<file path="config.mk">
export PLATFORM = sky130hd
export DESIGN_NAME = g3f_phase_sequencer
export DESIGN_NICKNAME = d
export VERILOG_FILES = /design/src/rtl/g3f_pkg.sv /design/src/rtl/g3f_phase_sequencer_deadtime.sv /design/src/rtl/g3f_phase_sequencer.sv
export SDC_FILE = /design/constraint.sdc
export NUM_CORES = 1
export LEC_CHECK = 0
export CORE_AREA = 2 2 93 77
export CTS_CLUSTER_DIAMETER = 80
export CTS_CLUSTER_SIZE = 30
export DETAILED_ROUTE_END_ITERATION = 16
export DIE_AREA = 0 0 95 79
export PLACE_DENSITY = 0.89
export REMOVE_ABC_BUFFERS = 1
export SLEW_MARGIN = 20
export SYNTH_ARGS = -nofsm -noshare
export SYNTH_HDL_FRONTEND = slang
export SYNTH_SLANG_ARGS = --single-unit
</file>
<file path="constraint.sdc">
create_clock -name clk -period 3.1 [get_ports clk]
set_input_delay 0.465 -clock clk [delete_from_list [all_inputs] [get_ports clk]]
set_output_delay 0.465 -clock clk [all_outputs]
set_load 0.01 [all_outputs]
</file>
<file path="src/rtl/g3f_pkg.sv">
// g3f_pkg: shared definitions for the three-phase sequencer.
//   g3f_state_e  : sequencer FSM states (IDLE / DEAD / RUN / STOPPING)
//   STEP_N       : number of commutation steps per revolution
//   step_pattern : step index -> {qa,qb,qc} commutation pattern
//   next_step    : step index advanced by one in the selected direction, with wrap
package g3f_pkg;

   localparam int STEP_N = 6;

   typedef enum logic [1:0] {
      ST_IDLE     = 2'd0,
      ST_DEAD     = 2'd1,
      ST_RUN      = 2'd2,
      ST_STOPPING = 2'd3
   } g3f_state_e;

   // Six-step table; neighbouring entries differ in exactly one phase.
   function automatic logic [2:0] step_pattern(input logic [2:0] step);
      logic [2:0] pat;
      case (step)
         3'd0:    pat = 3'b100;
         3'd1:    pat = 3'b110;
         3'd2:    pat = 3'b010;
         3'd3:    pat = 3'b011;
         3'd4:    pat = 3'b001;
         3'd5:    pat = 3'b101;
         default: pat = 3'b000;
      endcase
      return pat;
   endfunction

   // dir = 1 counts up (5 wraps to 0), dir = 0 counts down (0 wraps to 5).
   function automatic logic [2:0] next_step(input logic [2:0] step, input logic dir);
      logic [2:0] nxt;
      if (dir) begin
         nxt = (step == 3'(STEP_N - 1)) ? 3'd0 : step + 3'd1;
      end else begin
         nxt = (step == 3'd0) ? 3'(STEP_N - 1) : step - 3'd1;
      end
      return nxt;
   endfunction

endpackage

</file>
<file path="src/rtl/g3f_phase_sequencer_deadtime.sv">
// g3f_deadtime: rising-edge delay for one phase output.
//   clk, rst  : clock, synchronous active-high reset
//   clr_i     : synchronous clear (kill), output forced low
//   bound_i   : a step boundary happens on this edge; ends any pending delay
//   din_i     : phase value the output should take on the next clock
//   dl_i      : dead-time in clocks for rising edges
//   q_o       : registered phase output
// A rise of din_i keeps q_o low for dl_i clocks; a fall reaches q_o at once.
// The delay never reaches into the following step: if the step ends first,
// the phase comes up with the first clock of the new step.
module g3f_deadtime #(
   parameter int DEAD_W = 4
) (
   input  logic              clk,
   input  logic              rst,
   input  logic              clr_i,
   input  logic              bound_i,
   input  logic              din_i,
   input  logic [DEAD_W-1:0] dl_i,
   output logic              q_o
);

   logic              q_q, q_d;
   logic              prev_q, prev_d;
   logic [DEAD_W-1:0] cnt_q, cnt_d;

   always_comb begin
      q_d    = q_q;
      prev_d = din_i;
      cnt_d  = cnt_q;
      if (clr_i) begin
         q_d    = 1'b0;
         prev_d = 1'b0;
         cnt_d  = '0;
      end else if (din_i && !prev_q) begin
         // New rising edge: the first low clock is the one being entered,
         // so dl_i-1 more low clocks remain after it.
         if (dl_i == '0) begin
            q_d   = 1'b1;
            cnt_d = '0;
         end else begin
            q_d   = 1'b0;
            cnt_d = dl_i - DEAD_W'(1);
         end
      end else if (!din_i) begin
         q_d   = 1'b0;
         cnt_d = '0;
      end else if (bound_i) begin
         q_d   = 1'b1;
         cnt_d = '0;
      end else if (cnt_q != '0) begin
         q_d   = 1'b0;
         cnt_d = cnt_q - DEAD_W'(1);
      end else begin
         q_d = 1'b1;
      end
   end

   always_ff @(posedge clk) begin
      if (rst) begin
         q_q    <= 1'b0;
         prev_q <= 1'b0;
         cnt_q  <= '0;
      end else begin
         q_q    <= q_d;
         prev_q <= prev_d;
         cnt_q  <= cnt_d;
      end
   end

   assign q_o = q_q;

endmodule

</file>
<file path="src/rtl/g3f_phase_sequencer.sv">
// g3f_phase_sequencer: six-step three-phase commutation sequencer.
//   clk, rst        : clock, synchronous active-high reset
//   en_i            : global enable, low kills everything on the next clock
//   start_i, stop_i : one-clock start pulse / graceful stop request
//   dir_i           : 1 = forward (step+1), 0 = reverse (step-1), sampled at step ends
//   period_i        : clocks per step minus one (0 behaves as 1), sampled at start and step ends
//   dead_i          : rising-edge dead-time in clocks, sampled at start
//   qa_o,qb_o,qc_o  : registered phase outputs
//   step_o          : current step index 0..5
//   busy_o          : high whenever the sequencer is not idle
//   sync_o          : one-clock pulse when a running step wraps into step 0
module g3f_phase_sequencer
   import g3f_pkg::*;
#(
   parameter int DIV_W  = 16,
   parameter int DEAD_W = 4
) (
   input  logic              clk,
   input  logic              rst,
   input  logic              en_i,
   input  logic              start_i,
   input  logic              stop_i,
   input  logic              dir_i,
   input  logic [DIV_W-1:0]  period_i,
   input  logic [DEAD_W-1:0] dead_i,
   output logic              qa_o,
   output logic              qb_o,
   output logic              qc_o,
   output logic [2:0]        step_o,
   output logic              busy_o,
   output logic              sync_o
);

   g3f_state_e        state_q, state_d;
   logic [2:0]        step_q, step_d;
   logic [DIV_W-1:0]  cnt_q, cnt_d;
   logic [DIV_W-1:0]  pl_q, pl_d;
   logic [DEAD_W-1:0] dl_q, dl_d;
   logic              sync_q, sync_d;

   logic [DIV_W-1:0]  period_clamped;
   logic              step_end;
   logic              dead_last;
   logic [2:0]        nstep;
   logic              rise_next;
   logic              advance;
   logic [2:0]        pat_d;

   assign period_clamped = (period_i == '0) ? DIV_W'(1) : period_i;
   assign step_end       = (cnt_q == pl_q);
   // Last held-low clock of the dead window; only meaningful in DEAD, where dl_q > 0.
   assign dead_last      = (cnt_q == (DIV_W'(dl_q) - DIV_W'(1)));
   assign nstep          = next_step(step_q, dir_i);
   assign rise_next      = |(step_pattern(nstep) & ~step_pattern(step_q));

   always_comb begin
      state_d = state_q;
      step_d  = step_q;
      cnt_d   = cnt_q;
      pl_d    = pl_q;
      dl_d    = dl_q;
      sync_d  = 1'b0;
      advance = 1'b0;

      case (state_q)
         ST_IDLE: begin
            step_d = 3'd0;
            cnt_d  = '0;
            if (start_i && !stop_i) begin
               pl_d    = period_clamped;
               dl_d    = dead_i;
               state_d = (dead_i != '0) ? ST_DEAD : ST_RUN;
            end
         end
         ST_DEAD, ST_RUN: begin
            if (step_end) begin
               cnt_d = '0;
               if (stop_i) begin
                  state_d = ST_IDLE;
                  step_d  = 3'd0;
               end else begin
                  advance = 1'b1;
                  step_d  = nstep;
                  pl_d    = period_clamped;
                  sync_d  = (nstep == 3'd0);
                  state_d = (rise_next && (dl_q != '0)) ? ST_DEAD : ST_RUN;
               end
            end else begin
               cnt_d = cnt_q + DIV_W'(1);
               if (stop_i) begin
                  state_d = ST_STOPPING;
               end else if ((state_q == ST_DEAD) && dead_last) begin
                  state_d = ST_RUN;
               end
            end
         end
         ST_STOPPING: begin
            if (step_end) begin
               state_d = ST_IDLE;
               step_d  = 3'd0;
               cnt_d   = '0;
            end else begin
               cnt_d = cnt_q + DIV_W'(1);
            end
         end
         default: begin
            state_d = ST_IDLE;
            step_d  = 3'd0;
            cnt_d   = '0;
         end
      endcase

      // Kill overrides every request and clears all counters.
      if (!en_i) begin
         state_d = ST_IDLE;
         step_d  = 3'd0;
         cnt_d   = '0;
         pl_d    = '0;
         dl_d    = '0;
         sync_d  = 1'b0;
         advance = 1'b0;
      end

      pat_d = (state_d != ST_IDLE) ? step_pattern(step_d) : 3'b000;
   end

   always_ff @(posedge clk) begin
      if (rst) begin
         state_q <= ST_IDLE;
         step_q  <= 3'd0;
         cnt_q   <= '0;
         pl_q    <= '0;
         dl_q    <= '0;
         sync_q  <= 1'b0;
      end else begin
         state_q <= state_d;
         step_q  <= step_d;
         cnt_q   <= cnt_d;
         pl_q    <= pl_d;
         dl_q    <= dl_d;
         sync_q  <= sync_d;
      end
   end

   // dl_d is used so the very first rise after start sees the freshly latched dead-time.
   g3f_deadtime #(.DEAD_W(DEAD_W)) u_dt_a (
      .clk(clk), .rst(rst), .clr_i(!en_i), .bound_i(advance),
      .din_i(pat_d[2]), .dl_i(dl_d), .q_o(qa_o)
   );
   g3f_deadtime #(.DEAD_W(DEAD_W)) u_dt_b (
      .clk(clk), .rst(rst), .clr_i(!en_i), .bound_i(advance),
      .din_i(pat_d[1]), .dl_i(dl_d), .q_o(qb_o)
   );
   g3f_deadtime #(.DEAD_W(DEAD_W)) u_dt_c (
      .clk(clk), .rst(rst), .clr_i(!en_i), .bound_i(advance),
      .din_i(pat_d[0]), .dl_i(dl_d), .q_o(qc_o)
   );

   assign step_o = step_q;
   assign busy_o = (state_q != ST_IDLE);
   assign sync_o = sync_q;

endmodule

</file>
==> qor.yml, run 1 <==
cts_made_buffers: 9
clkSlewWorstSetupHoldPaths_ns: 0.06
initial_core_util_pct: 55.48
portBuffers: 33
synth-xor-area-share_pct: 10.88
cts_tree: "yes"
die_h_um: 79
clkSinkCount: 60
track_usage_pct: 25.27
synth-simple-area-share_pct: 23.89
holdBufCountCts: 0
dr.pass1.iters: 4
ys_seq_elements: 60
drive_above_1_share_pct: 11.96
post-route-min-period_ns: 2.816
antenna_found_initial: 0
p_leak_nw: 1.515
synth_fa_ha_area_share_pct: 4.405
place_hpwl_mm: 6.449
drv_slew: 0
drt_iter0_markers: 234
nets: 494
arrival_ns: 3.05
worstMarginPinSlew_ns: 0.5984
crit_required_ns: 3.33
synth.cell_area_um2: 3692
status: "finished clean"
cts_root_buf: "clkbuf_8"
place.gp.congestion: 0.9271
slew_headroom_pct: 59.74
final_area_um2: 4284
clkLatencyLatePin_ns: 0.35
vias: 3256
holdPathStages: 2
ys.flop_type: "dfxtp_1"
grt_overflow: 0
synth.distinct_cells: 73
hold_class: "reg2reg"
max_clock_freq_ghz: 0.3552
finalSetupViolations: 0
routed_via_density: 5.952
setup.worst_path.start_class: "flop"
ioPinCount: 34
fin_crit_sh_pct: 90.82
fin_skew_ns: 0.008738
cts_resized: 0
clockBufferDepth: 2
htree_num_levels: 3
first_global_vias: 3166
cp-end-kind: "flop"
path_class: "reg2reg"
placed_area_um2: 4056
yosysSeqAreaShare_pct: 32.53
post_cts_buffers: 0
postSynthAreaPerCell_um2: 8.750
die_w_um: 95
grt_pass1_wl_mm: 14.79
wire_per_inst_um: 15.99
rsz0062_at_grt: "false"
drc_errors: 0
areaGrowthSynthToFinish_pct: 16.03
setup_tns_ns: 0
grt_max_degree: 20
reg2regPathDepth: 9
ys_warn_count: 0
synth_top_family_by_area: "simple AND/OR/NAND/NOR gates"
cp_max_fo: 14
n_antenna_cell: 0
drt_wl_total_mm: 8.748
postRouteAntennaNets: 0
async_flop_share_pct: 0
die_area_um2: 7505
synth_compound_area_share_pct: 15.55
hold_violations: 0
cap_violations: 0
muxShareOfSynthArea_pct: 6.642
coreArea_um2: 6655
p_per_area_nw_per_um2: 429.7
netlist_instances: 422
vdd_drop_max_uv: 219.0
core.rowCount: 27
synth-edff-count: 0
## final cells by class
cell class	count	area, µm²
Fill cell	522	2371
Multi-Input combinational cell	320	2266
Sequential cell	60	1201
Timing Repair Buffer	42	397.9
Clock buffer	13	158.9
Tap cell	87	108.9
Inverter	22	82.58
Clock inverter	3	68.82
## cells in the final DEF (no fill, tap or decap), drive strengths merged, types with 10 or more instances in the layout
cell type      Yosys  layout
dfxtp             60      60
xor2              13      13
mux2i             20      20
nand3             15      15
nor3              10      10
nor2              71      71
nor4              10      10
clkbuf            11      13
clkdlybuf4s50      0      33
xnor2             29      29
inv               22      22
ha                13      13
a21oi             17      17
nand2             27      27
## path summary, 6_finish.rpt
check,slack (ns),endpoint,start
setup reg to reg,0.28,u_dt_a.cnt_q[0]$_SDFFE_PP0P_,cnt_q[13]$_SDFF_PP0_
setup / recovery,0.28,u_dt_a.cnt_q[0]$_SDFFE_PP0P_,cnt_q[13]$_SDFF_PP0_
hold reg to reg,0.52,pl_q[2]$_SDFFE_PP0P_,pl_q[2]$_SDFFE_PP0P_
hold / removal,0.52,pl_q[2]$_SDFFE_PP0P_,pl_q[2]$_SDFFE_PP0P_
## Yosys cell counts (all sizes together), types with 2 or more instances
cell type   n  area [µm²]
a311oi      4       35.03
inv        22       82.58
nor3b       2       15.01
o21ai       9       45.04
a31oi       6       37.54
nand2b      3       18.77
a221o       2       21.27
a21oi      17       92.59
nand2      27       103.9
clkbuf     11       65.07
o211ai      7       57.55
and3        2       12.51
nand4       9       62.56
ha         13       162.7
mux2        4       45.04
nor3       10       50.05
and2        6       38.79
mux2i      20       200.2
nand3b      2       18.77
xor2       13       113.9
buf         8       66.31
nor2       71       266.5
o311ai      5       68.83
and4        3       28.78
a211oi      6       65.06
nor4       10       77.57
o311a       2       20.02
dfxtp      60        1201
nand3      15       80.08
nor2b       5       38.78
xnor2      29       287.8
a22oi       2       15.01
and2b       2       16.27
## worst max-delay path, cell delays in order (launching register included)
cell and delay (ns):
dfxtp_1 0.46, xnor2_1 0.22, nand4_2 0.19, or4_4 0.69
o21ai_0 0.20, o311ai_0 0.19, o31a_1 0.30, o211ai_2 0.26
inv_2 0.07, o311a_1 0.11
## layer usage
layer	track usage, %	part of all wire (%)
met4	9.130	1.5
met5	0	0
met1	32.38	45
met3	6.167	6.0
met2	41.35	48
## power by group
group | leakage (nW) | switching [W] | internal, W
registers | 0.484 | 0.0000103 | 0.000781
logic | 0.917 | 0.000138 | 0.000113
clock network | 0.114 | 0.000301 | 0.000499
## flip-flops by register name (all words and copies together) (netlist names), 2 cells and up
register / flops
u_dt_c.cnt_q: 4
u_dt_b.cnt_q: 4
pl_q: 16
state_q: 2
step_o: 3
dl_q: 4
u_dt_a.cnt_q: 4
cnt_q: 16
## cell families (layout without fill, tap and decap cells)
group                      after synthesis  in the layout
and+or+nand+nor                        171            171
AOI/OAI and AO/OA                       70             70
DFF                                     60             60
xor gates and xnor gates                42             42
buffers and inverters                   42             80
muxes                                   24             24
adders and majority gates               13             13
## through the flow
step | utilization, % | total power (W) | cells | setup slack, ns | hold slack, ns
after floorplan | - | 0.0009616 | 402 | 0.1486 | 0.4740
after global placement | 60.95 | 0.001048 | 531 | 0.3772 | 0.5014
after detailed placement | 60.95 | 0.001054 | 531 | 0.2841 | 0.5093
after CTS | 64.37 | 0.001849 | 547 | 0.3134 | 0.5252
after global routing | 64.37 | 0.001904 | 547 | 0.09376 | 0.5621
final | 64.37 | 0.001841 | 547 | 0.2845 | 0.5194
Power figures use the tool's default switching activity.
==> run 2: changes to the inputs <==
==> constraint.sdc (replaced) <==
create_clock -name clk -period 3.1 [get_ports clk]
set_input_delay 0.775 -clock clk [delete_from_list [all_inputs] [get_ports clk]]
set_output_delay 0.775 -clock clk [all_outputs]
set_load 0.01 [all_outputs]
==> run 2 against run 1 <==
  * Global-route usage up 1.3 points
  * Sequential cell count unchanged
  * Critical path type unchanged
  * Via count up 2.4%
  * Design area down 0.88%
  * Final cell count unchanged
  * Combinational power up 4%
  * First-iteration DRC count up 41%
  * Wire length up 6.1%
  * Worst setup slack worse by 0.035 ns
==> qor.yml, run 2 (synthesis gave the netlist of run 1 again) <==
grt_max_degree: 20  # unchanged
clkSinkCount: 60  # unchanged
place.gp.congestion: 0.8789  # -5.2%
status: "finished clean"
grt_pass1_wl_mm: 15.51  # +4.9%
rsz0062_at_grt: "false"
route.met2.wl_mm: 4.272  # +2.7%
reg2reg_slack_ns: 0.25  # -0.03 ns
final_common_cell: "nor2_1"
p_leak_nw: 1.502  # -0.84%
clockBufferDepth: 2  # unchanged
dr_wl_met3_um: 727  # +40%
routed_via_density: 6.093  # +2.4%
hold_violations: 0  # unchanged
cts_tree: "yes"
holdBufCountCts: 0  # unchanged
htree_num_levels: 3  # unchanged
fin_crit_sh_pct: 91.95  # +1.1 points
core.rowCount: 27  # unchanged
die_w_um: 95  # unchanged
final_area_um2: 4247  # -0.88%
initial_core_util_pct: 55.48  # unchanged
setup.worst_path.start_class: "flop"
clkLatencyLatePin_ns: 0.34  # about the same
nets: 496  # +0.40%
cts_resized: 0  # unchanged
setup_tns_ns: 0  # unchanged
drt_wl_total_mm: 9.280  # +6.1%
first_global_vias: 3175  # +0.28%
ioPinCount: 34  # unchanged
cp-end-kind: "flop"
finalSetupViolations: 0  # unchanged
die_h_um: 79  # unchanged
post_cts_buffers: 0  # unchanged
postLayoutCoreUtil_pct: 63.81  # -0.56 points
highest_layer: "met4"
final_cell_mix: "71 x nor2_1, 60 x dfxtp_1, 33 x clkdlybuf4s50_1, 26 x xnor2_1, 26 x nand2_1"
arrival_ns: 3.09  # +0.04 ns
place_hpwl_mm: 6.692  # +3.8%
post-route-min-period_ns: 2.850  # +0.03496 ns
placed_area_um2: 4071  # +0.37%
path_class: "reg2reg"
postRouteAntennaNets: 0  # unchanged
vdd_drop_max_uv: 185.7  # -15%
cp_max_fo: 13  # -1
grt_overflow: 0  # unchanged
slew_headroom_pct: 57.57  # -2.2 points
finalPower_w: 0.001691  # -8.1%
track_usage_pct: 26.57  # +1.3 points
die_area_um2: 7505  # unchanged
cts_root_buf: "clkbuf_8"
p_per_area_nw_per_um2: 398.3  # -7.3%
portBuffers: 33  # unchanged
drt_iter0_markers: 329  # +41%
wl_met1_mm: 3.999  # +1.6%
drive_above_1_share_pct: 12.39  # +0.43 points
clkSlewWorstSetupHoldPaths_ns: 0.06  # about the same
drv_slew: 0  # unchanged
drc_errors: 0  # unchanged
areaGrowthSynthToFinish_pct: 15.01
antenna_found_initial: 0  # unchanged
dr.pass1.iters: 5  # +1
cts_made_buffers: 9  # unchanged
crit_required_ns: 3.34  # about the same
hold_class: "reg2reg"
vias: 3333  # +2.4%
worstMarginPinSlew_ns: 0.6352  # +0.03674 ns
cap_violations: 0  # unchanged
reg_top3: "cnt_q (16), pl_q (16)"
fin_skew_ns: 0.005811  # -0.002927 ns
n_antenna_cell: 0  # unchanged
coreArea_um2: 6655  # unchanged
max_clock_freq_ghz: 0.3508  # -1.2%
wire_per_inst_um: 16.97  # +6.1%
==> run 2: worst paths after layout <==
path / from / to / depth (start not counted)
max: step_o[0]$_SDFF_PP0_ / u_dt_c.cnt_q[0]$_SDFFE_PP0P_ / 11
min: pl_q[2]$_SDFFE_PP0P_ / pl_q[2]$_SDFFE_PP0P_ / 2
max reg2reg: step_o[0]$_SDFF_PP0_ / u_dt_c.cnt_q[0]$_SDFFE_PP0P_ / 11
min reg2reg: pl_q[2]$_SDFFE_PP0P_ / pl_q[2]$_SDFFE_PP0P_ / 2
==> run 2: cell type report <==
class                   count  area [µm²]
fillers                   497        2409
clock inverters             2       10.01
repair buffers             44       412.9
inverters                  22       82.58
flip-flops and latches     60        1201
clock buffers              12       165.2
multi-input cells         320        2266
well taps                  87       108.9
==> run 2: where the power goes <==
part,total (W),internal (W),switching (W)
Combinational,0.000262,0.000118,0.000144
Clock,0.000638,0.000344,0.000295
Sequential,0.000791,0.000781,0.0000102
Total,0.00169,0.00124,0.000449
==> run 2: layer usage <==
layer | vias up | GRT usage (%)
met4 | 0 | 12.90
met3 | 29 | 4.175
li1 | 1555 | -
met1 | 1576 | 35.94
met5 | - | 0
met2 | 173 | 41.35
==> run 2: metrics by stage <==
stage	std cells	hold WS, ns	setup slack, ns
after detailed placement	533	0.5093	-0.07113
after CTS	547	0.5247	0.2622
after global routing	547	0.5420	0.05130
after global placement	533	0.5007	0.1089
final	547	0.5191	0.2495
after floorplan	402	0.4740	0.1486
==> run 2: critical path, cell delays in order (launching register included) <==
cell and delay [ns]:
dfxtp_1 0.56, inv_1 0.16, nor2_1 0.19, ha_1 0.22, nor2b_1 0.06, o2111ai_1 0.18, nand3_1 0.15, o311ai_2 0.35
o311ai_4 0.19, a21oi_2 0.21, o21ai_1 0.20, a311oi_1 0.28
==> run 3: changes to the inputs <==
==> constraint.sdc (replaced) <==
create_clock -name clk -period 3.1 [get_ports clk]
set_input_delay 0.775 -clock clk [delete_from_list [all_inputs] [get_ports clk]]
set_output_delay 0.775 -clock clk [all_outputs]
set_load 0.05 [all_outputs]
==> run 3 against run 2 <==
  * Critical path depth shrank 2
  * Maximum frequency increased by 0.53%
  * Via count shrank 1.8%
  * Sequential share of layout area is essentially flat
  * Design area increased by 0.15%
  * Clock skew about the same
  * Power rose by 1.2%
  * Sequential power about the same
  * Highest routed layer unchanged
  * Largest power group unchanged
  * Hold slack worse by 0.0018 ns
  * Count of clock-buffer cells in the layout fell by 1
  * Worst setup slack better by 0.015 ns
==> qor.yml, run 3 (synthesis gave the netlist of run 1 again) <==
slew_headroom_pct: 60.90  # +3.3 points
clock_power_share_pct: 38.3  # +0.6 points
cp_max_fo: 14  # +1
fin_skew_ns: 0.005564  # -0.0002464 ns
max_clock_freq_ghz: 0.3527  # +0.53%
die_w_um: 95  # unchanged
die_area_um2: 7505  # unchanged
vias: 3272  # -1.8%
path_class: "reg2reg"
initial_core_util_pct: 55.48  # unchanged
drc_errors: 0  # unchanged
vdd_drop_max_uv: 211.5  # +14%
portBuffers: 33  # unchanged
nets: 497  # +0.20%
n_antenna_cell: 0  # unchanged
multi_input_comb_area_um2: 2266  # unchanged
coreArea_um2: 6655  # unchanged
arrival_ns: 3.07  # -0.02 ns
grt_max_degree: 20  # unchanged
finalSetupViolations: 0  # unchanged
post_cts_buffers: 0  # unchanged
power_switching_w: 0.0004539  # +1.1%
pre_cts_ws_ns: -0.05029  # +0.02083 ns
clkSinkCount: 60  # unchanged
wire_per_inst_um: 16.51  # -2.7%
reg_top3: "cnt_q (16), pl_q (16)"
setup_slack_ns: 0.2644  # +0.01488 ns
holdPathEnd: "pl_q[2]$_SDFFE_PP0P_"
antenna_found_initial: 0  # unchanged
p_leak_nw: 1.520  # +1.2%
reg2regPathDepth: 9  # -2
ioPinCount: 34  # unchanged
place.gp.congestion: 0.8854  # +0.74%
cp-end-kind: "flop"
holdPathStages: 2  # unchanged
p_comb_share_pct: 15.5  # about the same
p_per_area_nw_per_um2: 402.5  # +1.1%
reg2reg_slack_ns: 0.26  # about the same
dr.pass1.iters: 5  # unchanged
status: "finished clean"
place_hpwl_mm: 6.709  # +0.25%
r2r_start: "cnt_q[5]$_SDFF_PP0_"
postRouteAntennaNets: 0  # unchanged
r2r_end: "u_dt_a.cnt_q[1]$_SDFFE_PP0P_"
routed_via_density: 5.971  # -2.0%
crit_slowest_cell: "or4_4"
holdWs_ns: 0.5173  # -0.001753 ns
seqPwrFrac_pct: 46.2  # -0.6 points
cap_violations: 0  # unchanged
die_h_um: 79  # unchanged
seq_area_um2: 1201  # unchanged
drv_slew: 0  # unchanged
hold_class: "reg2reg"
track_usage_pct: 26.74  # +0.17 points
core.rowCount: 27  # unchanged
final_common_cell: "nor2_1"
drt_wl_total_mm: 9.045  # -2.5%
cts_root_buf: "clkbuf_8"
slowest_delay_ns: 0.68  # +0.12 ns
fin_crit_sh_pct: 91.47  # -0.48 points
holdBufCountCts: 0  # unchanged
crit_required_ns: 3.33  # about the same
intPower_w: 0.001258  # +1.3%
cts_resized: 0  # unchanged
setup.worst_path.start_class: "flop"
worstMarginPinSlew_ns: 0.5853  # -0.04986 ns
drt_iter0_markers: 326  # -0.91%
cts_made_buffers: 9  # unchanged
grt_pass1_wl_mm: 15.63  # +0.75%
first_global_vias: 3304  # +4.1%
final_cell_mix: "71 x nor2_1, 60 x dfxtp_1, 32 x clkdlybuf4s50_1, 26 x xnor2_1, 26 x nand2_1"
hold_start: "pl_q[2]$_SDFFE_PP0P_"
htree_num_levels: 3  # unchanged
setup_tns_ns: 0  # unchanged
path_cells: "xnor2_4 -> nand4_2 -> or4_4 -> o21ai_0 -> o311ai_0 -> o31a_1 -> o211ai_2 -> inv_2 -> o311a_1"
num-fill-cells: 501  # +0.80%
clkSlewWorstSetupHoldPaths_ns: 0.06  # about the same
cts_tree: "yes"
areaGrowthSynthToFinish_pct: 15.18
post-route-min-period_ns: 2.836  # -0.01488 ns
switching_share_pct: 26.52  # -0.040 points
rsz0062_at_grt: "false"
clkLatencyLatePin_ns: 0.35  # about the same
grt_overflow: 0  # unchanged
drive_above_1_share_pct: 12.15  # -0.24 points
hold_violations: 0  # unchanged
clockBufferDepth: 2  # unchanged
-- run 3: cell count changes in the layout (fill, tap and decap cells not counted), sizes merged --
cell           before  now
bufinv              0    1
clkdlybuf4s50      33   32
dlymetal6s2s        0    1
buf                11   12
clkbuf             12   11
-- run 3: worst max path at each step --
| stage | from | slack (ns) | cells past startpoint | end |
|---|---|---|---|---|
| 5_1_grt | dir_i | 0.06 | 9 | u_dt_c.q_o$_SDFF_PP0_ |
| 3_3_place_gp | dir_i | 0.11 | 9 | u_dt_c.q_o$_SDFF_PP0_ |
| 4_1_cts | state_q[0]$_SDFF_PP0_ | 0.10 | 4 | busy_o |
| 2_1_floorplan | cnt_q[5]$_SDFF_PP0_ | 0.15 | 6 | pl_q[10]$_SDFFE_PP0P_ |
| 3_5_place_dp | dir_i | -0.05 | 9 | u_dt_c.cnt_q[0]$_SDFFE_PP0P_ |
| 6_report | cnt_q[5]$_SDFF_PP0_ | 0.26 | 9 | u_dt_a.cnt_q[1]$_SDFFE_PP0P_ |
-- run 3: area by class of cell --
cell class | instances | area share, %
repair buffers | 45 | 9.944
clock inverters | 3 | 0.9415
flip-flops and latches | 60 | 28.24
inverters | 22 | 1.942
multi-input cells | 320 | 53.28
clock buffers | 11 | 3.089
well taps | 87 | 2.560
-- run 3: routing by layer --
metal	global-route usage, %	wire length [µm]	vias to the layer above
li1	-	-	1553
met4	9.130	182	0
met5	0	0	-
met3	7.021	649	24
met2	41.77	4157	143
met1	35.81	4055	1552
-- run 3: stage by stage --
step / total power [W] / instances / area [µm²] / utilization (%)
CTS: 0.001711 / 548 / 4250 / 63.87
global route: 0.001775 / 548 / 4253 / 63.90
floorplan: 0.0009660 / 402 / 3550 / -
finish: 0.001712 / 548 / 4253 / 63.90
detailed placement: 0.001067 / 534 / 4079 / 61.29
global placement: 0.001058 / 534 / 4079 / 61.29
-- run 3: critical path: cells and delay by family (launching register included) --
kind,cells,cell delay [ns]
xor+xnor,1,0.16
flops,1,0.55
compound gates,5,1.10
simple gates,2,0.84
buf+inv,1,0.07
-- run 3: power groups by stage --
stage	clock network (W)	registers, W	logic (W)
after CTS	0.000658	0.000791	0.000262
after global placement	0	0.000807	0.000250
final	0.000655	0.000791	0.000265
after floorplan	0	0.000808	0.000158
after detailed placement	0	0.000808	0.000259
after global routing	0.000698	0.000792	0.000286
